### src/rtl/lfsr_pkg.sv
// rtl/lfsr_pkg.sv - shared LFSR types and primitive polynomial masks
package lfsr_pkg;

    typedef enum logic {
        FIBONACCI = 1'b0,
        GALOIS    = 1'b1
    } lfsr_mode_e;

    // Masks omit the implicit x^WIDTH term; every entry is a primitive polynomial.
    localparam logic [31:0] POLY_3  = 32'h0000_0003;
    localparam logic [31:0] POLY_4  = 32'h0000_0003;
    localparam logic [31:0] POLY_5  = 32'h0000_0005;
    localparam logic [31:0] POLY_6  = 32'h0000_0003;
    localparam logic [31:0] POLY_7  = 32'h0000_0003;
    localparam logic [31:0] POLY_8  = 32'h0000_001D;
    localparam logic [31:0] POLY_9  = 32'h0000_0021;
    localparam logic [31:0] POLY_10 = 32'h0000_0009;
    localparam logic [31:0] POLY_11 = 32'h0000_0005;
    localparam logic [31:0] POLY_12 = 32'h0000_0053;
    localparam logic [31:0] POLY_13 = 32'h0000_001B;
    localparam logic [31:0] POLY_14 = 32'h0000_002B;
    localparam logic [31:0] POLY_15 = 32'h0000_0003;
    localparam logic [31:0] POLY_16 = 32'h0000_002D;
    localparam logic [31:0] POLY_17 = 32'h0000_0009;
    localparam logic [31:0] POLY_18 = 32'h0000_0081;
    localparam logic [31:0] POLY_19 = 32'h0000_0027;
    localparam logic [31:0] POLY_20 = 32'h0000_0009;
    localparam logic [31:0] POLY_21 = 32'h0000_0005;
    localparam logic [31:0] POLY_22 = 32'h0000_0003;
    localparam logic [31:0] POLY_23 = 32'h0000_0021;
    localparam logic [31:0] POLY_24 = 32'h0000_0087;
    localparam logic [31:0] POLY_25 = 32'h0000_0009;
    localparam logic [31:0] POLY_26 = 32'h0000_0047;
    localparam logic [31:0] POLY_27 = 32'h0000_0027;
    localparam logic [31:0] POLY_28 = 32'h0000_0009;
    localparam logic [31:0] POLY_29 = 32'h0000_0005;
    localparam logic [31:0] POLY_30 = 32'h0000_0053;
    localparam logic [31:0] POLY_31 = 32'h0000_0009;
    localparam logic [31:0] POLY_32 = 32'h0040_0007;

endpackage

### src/rtl/lfsr_gen_if.sv
// rtl/lfsr_gen_if.sv - control and observation bundle for lfsr_gen
interface lfsr_gen_if #(
    parameter int WIDTH = 9
);
    logic             load;
    logic [WIDTH-1:0] seed_in;
    logic             en;
    logic [WIDTH-1:0] state;
    logic             bit_out;
    logic             wrap;
    logic [WIDTH-1:0] period;
    logic             period_valid;
    logic             lockup;

    modport master (
        output load, seed_in, en,
        input  state, bit_out, wrap, period, period_valid, lockup
    );

    modport slave (
        input  load, seed_in, en,
        output state, bit_out, wrap, period, period_valid, lockup
    );
endinterface

### src/rtl/lfsr_next.sv
// rtl/lfsr_next.sv - combinational one-step LFSR advance
module lfsr_next
    import lfsr_pkg::*;
#(
    parameter int               WIDTH = 9,
    parameter logic [WIDTH-1:0] POLY  = WIDTH'(POLY_9),
    parameter lfsr_mode_e       MODE  = FIBONACCI
) (
    input  logic [WIDTH-1:0] state,
    output logic [WIDTH-1:0] next
);

    if (MODE == GALOIS) begin : g_galois
        assign next = {state[WIDTH-2:0], 1'b0} ^ (state[WIDTH-1] ? POLY : '0);
    end else begin : g_fibonacci
        logic fb;

        // The x^WIDTH term taps the top bit; POLY[k] taps the bit that feeds position k.
        always_comb begin
            fb = state[WIDTH-1];
            for (int k = 1; k < WIDTH; k++) begin
                fb = fb ^ (POLY[k] & state[k-1]);
            end
        end

        assign next = {state[WIDTH-2:0], fb};
    end

endmodule

### src/rtl/lfsr_gen.sv
// rtl/lfsr_gen.sv - LFSR sequence generator with period measurement
module lfsr_gen
    import lfsr_pkg::*;
#(
    parameter int               WIDTH = 9,
    parameter logic [WIDTH-1:0] POLY  = WIDTH'(POLY_9),
    parameter lfsr_mode_e       MODE  = FIBONACCI,
    parameter logic [WIDTH-1:0] SEED  = WIDTH'(1)
) (
    input  logic       clk,
    input  logic       rst_n,
    lfsr_gen_if.slave  bus
);

    if (WIDTH < 3 || WIDTH > 32) begin : g_bad_width
        $error("lfsr_gen: WIDTH must be within 3..32");
    end
    if (POLY[0] == 1'b0) begin : g_bad_poly
        $error("lfsr_gen: POLY[0] must be 1");
    end
    if (SEED == '0) begin : g_bad_seed
        $error("lfsr_gen: SEED must be nonzero");
    end

    logic [WIDTH-1:0] state_q;
    logic [WIDTH-1:0] ref_q;
    logic [WIDTH-1:0] cnt_q;
    logic [WIDTH-1:0] period_q;
    logic             period_valid_q;
    logic             wrap_q;
    logic             lockup_q;
    logic [WIDTH-1:0] next_state;

    lfsr_next #(
        .WIDTH (WIDTH),
        .POLY  (POLY),
        .MODE  (MODE)
    ) u_next (
        .state (state_q),
        .next  (next_state)
    );

    always_ff @(posedge clk) begin
        if (!rst_n) begin
            state_q        <= SEED;
            ref_q          <= SEED;
            cnt_q          <= '0;
            period_q       <= '0;
            period_valid_q <= 1'b0;
            wrap_q         <= 1'b0;
            lockup_q       <= 1'b0;
        end else begin
            wrap_q   <= 1'b0;
            lockup_q <= 1'b0;
            if (bus.load) begin
                // A zero seed would freeze the register, so SEED is substituted
                // and the substitution restarts the measurement like any load.
                if (bus.seed_in == '0) begin
                    state_q  <= SEED;
                    ref_q    <= SEED;
                    lockup_q <= 1'b1;
                end else begin
                    state_q <= bus.seed_in;
                    ref_q   <= bus.seed_in;
                end
                cnt_q          <= '0;
                period_valid_q <= 1'b0;
            end else if (bus.en) begin
                state_q <= next_state;
                if (next_state == ref_q) begin
                    wrap_q         <= 1'b1;
                    period_q       <= cnt_q + 1'b1;
                    period_valid_q <= 1'b1;
                    cnt_q          <= '0;
                end else begin
                    cnt_q <= cnt_q + 1'b1;
                end
            end
        end
    end

    assign bus.state        = state_q;
    assign bus.bit_out      = state_q[WIDTH-1];
    assign bus.wrap         = wrap_q;
    assign bus.period       = period_q;
    assign bus.period_valid = period_valid_q;
    assign bus.lockup       = lockup_q;

endmodule

### src/flat_wrapper.sv
// flat-port wrapper written by rule: the top's interface ports become plain ports
module lfsr_gen_flat import lfsr_pkg::*;
#(
    parameter int               WIDTH = 9,
    parameter logic [WIDTH-1:0] POLY  = WIDTH'(POLY_9),
    parameter lfsr_mode_e       MODE  = FIBONACCI,
    parameter logic [WIDTH-1:0] SEED  = WIDTH'(1)
)
  (clk, rst_n, bus_load, bus_seed_in, bus_en, bus_state, bus_bit_out, bus_wrap, bus_period, bus_period_valid, bus_lockup);
  lfsr_gen_if #(.WIDTH(WIDTH)) bus_i ();
  input  logic clk;
  input  logic rst_n;
  input wire logic [$bits(bus_i.load)-1:0] bus_load;
  input wire logic [$bits(bus_i.seed_in)-1:0] bus_seed_in;
  input wire logic [$bits(bus_i.en)-1:0] bus_en;
  output wire logic [$bits(bus_i.state)-1:0] bus_state;
  output wire logic [$bits(bus_i.bit_out)-1:0] bus_bit_out;
  output wire logic [$bits(bus_i.wrap)-1:0] bus_wrap;
  output wire logic [$bits(bus_i.period)-1:0] bus_period;
  output wire logic [$bits(bus_i.period_valid)-1:0] bus_period_valid;
  output wire logic [$bits(bus_i.lockup)-1:0] bus_lockup;
  assign bus_i.load = bus_load;
  assign bus_i.seed_in = bus_seed_in;
  assign bus_i.en = bus_en;
  assign bus_state = bus_i.state;
  assign bus_bit_out = bus_i.bit_out;
  assign bus_wrap = bus_i.wrap;
  assign bus_period = bus_i.period;
  assign bus_period_valid = bus_i.period_valid;
  assign bus_lockup = bus_i.lockup;
  lfsr_gen #(.WIDTH(WIDTH), .POLY(POLY), .MODE(MODE), .SEED(SEED)) u_core (.clk(clk), .rst_n(rst_n), .bus(bus_i));
endmodule
### config.mk
export PLATFORM = sky130hd
export DESIGN_NAME = lfsr_gen_flat
export DESIGN_NICKNAME = d
export VERILOG_FILES = /design/src/rtl/lfsr_pkg.sv /design/src/rtl/lfsr_gen_if.sv /design/src/rtl/lfsr_next.sv /design/src/rtl/lfsr_gen.sv /design/src/flat_wrapper.sv
export SDC_FILE = /design/constraint.sdc
export NUM_CORES = 1
export LEC_CHECK = 0
export ABC_AREA = 1
export BUFFER_PORTS_ARGS = -buffer_cell sky130_fd_sc_hd__buf_4
export CORE_UTILIZATION = 54
export DETAILED_ROUTE_END_ITERATION = 16
export PLACE_DENSITY_LB_ADDON = 0.1
export SYNTH_ARGS = -nofsm -noshare
export SYNTH_HDL_FRONTEND = slang
export SYNTH_SLANG_ARGS = --single-unit
### constraint.sdc
create_clock -name clk -period 1.4 [get_ports clk]
set_input_delay 0.14 -clock clk [delete_from_list [all_inputs] [get_ports clk]]
set_output_delay 0.14 -clock clk [all_outputs]
set_load 0.03 [all_outputs]
==> flow_summary.yaml <==
critical_path:
  ff2ff_setup_slack_ns: -0.09
  path_depth: 10
  critical_path_required_ns: 1.66
  slowest_delay_ns: 0.36
  crit_buf_inv: 2
  start_kind: "flip-flop"
  cp-startpoint: "u_core.bus.state[0]"
  worstSetupEndpoint: "u_core.bus.period[0]"
  rr_endpoint: "u_core.bus.period[0]"
  slowest_stage: "dfxtp_2"
  crit_family: "simple AND/OR/NAND/NOR gates"
  worstPathMaxFanout: 6
  worstPathCellList: "inv_2 -> nand2_1 -> nand2_1 -> nor2_2 -> nand2_2 -> nor2_4 -> buf_12 -> nand3_2 -> nor2_2 -> nor2_1"
  crit_type: "reg2reg"
  arrival_ns: 1.75
  r2r-start: "u_core.bus.state[0]"
  reg2reg_depth: 10
  cp-end-kind: "flip-flop"
placed_design:
  finalWeightedCongestion: 0.8487
  hpwl_mm: 2.807
  placed_cell_area_sq_mm: 0.002202
  place.port_buffers: 34
  placedCellCount: 343
synth:
  synth.avg_cell_area_sq_um: 7.015
  synth_edf_count: 0
  syn_nets: 276
  yosys_warnings: 0
  synth_top_area_frac: 0.4248
  synth_top_area_cell: "dfxtp_1"
  ys_async_sr_fraction: 0
  synthFlopType: "dfxtp_1"
  synth_most_common_cell: "nand2_1"
  yosysSeqAreaShare: 0.4248
  synth-seq-cells: 39
  synth_cells: 262
  netlist_top_cells_area: "dfxtp_1 42%, nand2_1 15%, inv_1 8.8%"
  syn_area_sq_mm: 0.001838
  synthDistinctLibCells: 28
  synthTopCellsByCount: "73 x nand2_1, 43 x inv_1, 39 x dfxtp_1"
die:
  die_height_microns: 60.34
  pin_count: 35
  die_x_microns: 60.34
  num_rows: 20
  core-area_sq_mm: 0.003153
  design.die.area_sq_mm: 0.003641
  initial_core_util: 0.5829
cts:
  clock_sinks: 39
  clkTransAtPathRegs_ns: 0.11
  numCtsBuffers: 5
  cts_tree: "built"
  clock_path_buffers: 2
  clk_latency_ns: 0.35
  ctsHtreeMaxLevel: 2
  cts_root_buffer: "clkbuf_4"
power:
  p_leak_uw: 0.001146
  vdd_ir_drop_max_uv: 559.2
  powerDensity_mw_per_mm2: 878.1
  p_total_uw: 2209
final_layout:
  fin_util: 0.7980
  regArea_sq_um: 802.0
  fin_nets: 327
  fin_cells: 357
  area_delta_synth_final_pct: 36.90
  diodes: 0
  multi_input_area_sq_mm: 0.001041
  fillers: 237
  drive_above_1_share: 0.4058
  design_area_sq_mm: 0.002516
route:
  routed_via_density: 5.272
  dr.pass1.iters: 4
  drt_wl_total_mm: 4.751
  wl_per_cell_microns: 13.31
  drtIter0Drc: 126
  route.detailed.drc: 0
  ant_nets: 0
  vias: 1882
run:
  drv_cap: 0
status:
  violations: "negative setup slack"
  status: "finished with violations"
sta:
  fin_crit_sh: 1.064
  rsz0062_at_grt: "true"
  setup_viol: 9
  hold_violations: 0
  skew_ns: 0.01052
  timing.final.ws_setup_ns: -0.08963
  hold_slack_ns: 0.07711
  tightest_slew_ns: 0.5795
  relSlewSlack: 0.6132
  fmax_ghz: 0.6713
  drv_slew: 0
  min_period_ns: 1.490
global_route:
  grt_max_degree: 20
  grt.total_usage: 0.2425
  first_global_vias: 1407
  grt_pass1_wl_mm: 6.403
  gr-total-overflow: 0
  antenna_found_initial: 0
hold_path:
  hold_class: "in2reg"
==> final cells by class <==
cell class,instances,area share
multi-input combinational,173,0.4137
timing repair buffer,49,0.1561
clock inverter,1,0.001989
tap,44,0.02188
clock buffer,6,0.02039
sequential,39,0.3187
inverter,45,0.06713
==> repair_timing <==
action / in CTS / in global routing
buffers inserted: 0 / 3
endpoints found under the setup margin: 17 / 20
hold buffers: 0 / 0
resized for setup: 0 / 50
gates cloned: 0 / 4
pin swaps: 0 / 14
==> per-stage QoR <==
stage          worst slack (ns)  setup TNS [ns]
2_1_floorplan           0.01093               0
3_3_place_gp           -0.01017        -0.01998
3_5_place_dp           -0.02293        -0.09026
4_1_cts                -0.03929         -0.3060
5_1_grt                 -0.1762          -1.895
6_report               -0.08963         -0.3866
==> worst min-delay path by stage <==
stage / startpoint / end / slack, ns / depth (start not counted)
after global routing: bus_seed_in[3] / u_core.ref_q[3] / 0.07 / 3
after CTS: bus_seed_in[0] / u_core.bus.state[0] / 0.07 / 3
after detailed placement: bus_seed_in[0] / u_core.bus.state[0] / 0.44 / 3
after global placement: bus_seed_in[0] / u_core.bus.state[0] / 0.44 / 3
after floorplan: bus_load / u_core.ref_q[3] / 0.31 / 2
final: bus_seed_in[0] / u_core.bus.state[0] / 0.08 / 3
==> layer usage <==
metal,part of all wire,global-route usage,up-vias
li1,-,-,936
met1,0.43,0.3515,849
met2,0.46,0.3438,85
met3,0.087,0.07036,12
met4,0.019,0.07973,0
met5,0,0,-
==> registers in the layout (all words and copies together), names as in the netlist <==
name and flops:
u_core.bus.wrap 1, u_core.bus.lockup 1, u_core.bus.period 9, u_core.ref_q 9, u_core.bus.state 9, u_core.cnt_q 9
u_core.bus.period_valid 1
==> worst register-to-register path, cell delays in order (launching register included) <==
cell     delay, ns
dfxtp_2       0.36
inv_2         0.04
nand2_1       0.06
nand2_1       0.07
nor2_2        0.12
nand2_2       0.08
nor2_4        0.17
buf_12        0.16
nand3_2       0.14
nor2_2        0.14
nor2_1        0.06
==> placed cells by master, fill, tap and decap left out, drive strengths merged, types with 2 or more instances in the layout <==
master  Yosys  routed
a21oi      10      10
buf         6      49
clkbuf      3       6
dfxtp      39      39
inv        45      45
nand2      76      77
nand3      12      15
nand4       5       5
nor2       32      32
nor3        2       2
o21ai       8       8
o221ai      5       5
o22ai       8       8
xor2        5       5
==> cell families after synthesis <==
family                   count (synthesis)  share of synthesized area
flip-flops                              39                     0.4248
XOR/XNOR                                 6                    0.02859
AND/OR/NAND/NOR                        129                     0.3097
AO/OA/AOI/OAI                           33                     0.1110
buffers and inverters                   54                     0.1191
adder cells (fa/ha/maj)                  1                   0.006806
==> where the power goes <==
part / switching (uW) / internal, uW
Sequential: 26.5 / 1150
Combinational: 265 / 170
Clock: 365 / 233
Total: 657 / 1550
Note: power is estimated with default switching activity, not from simulation.
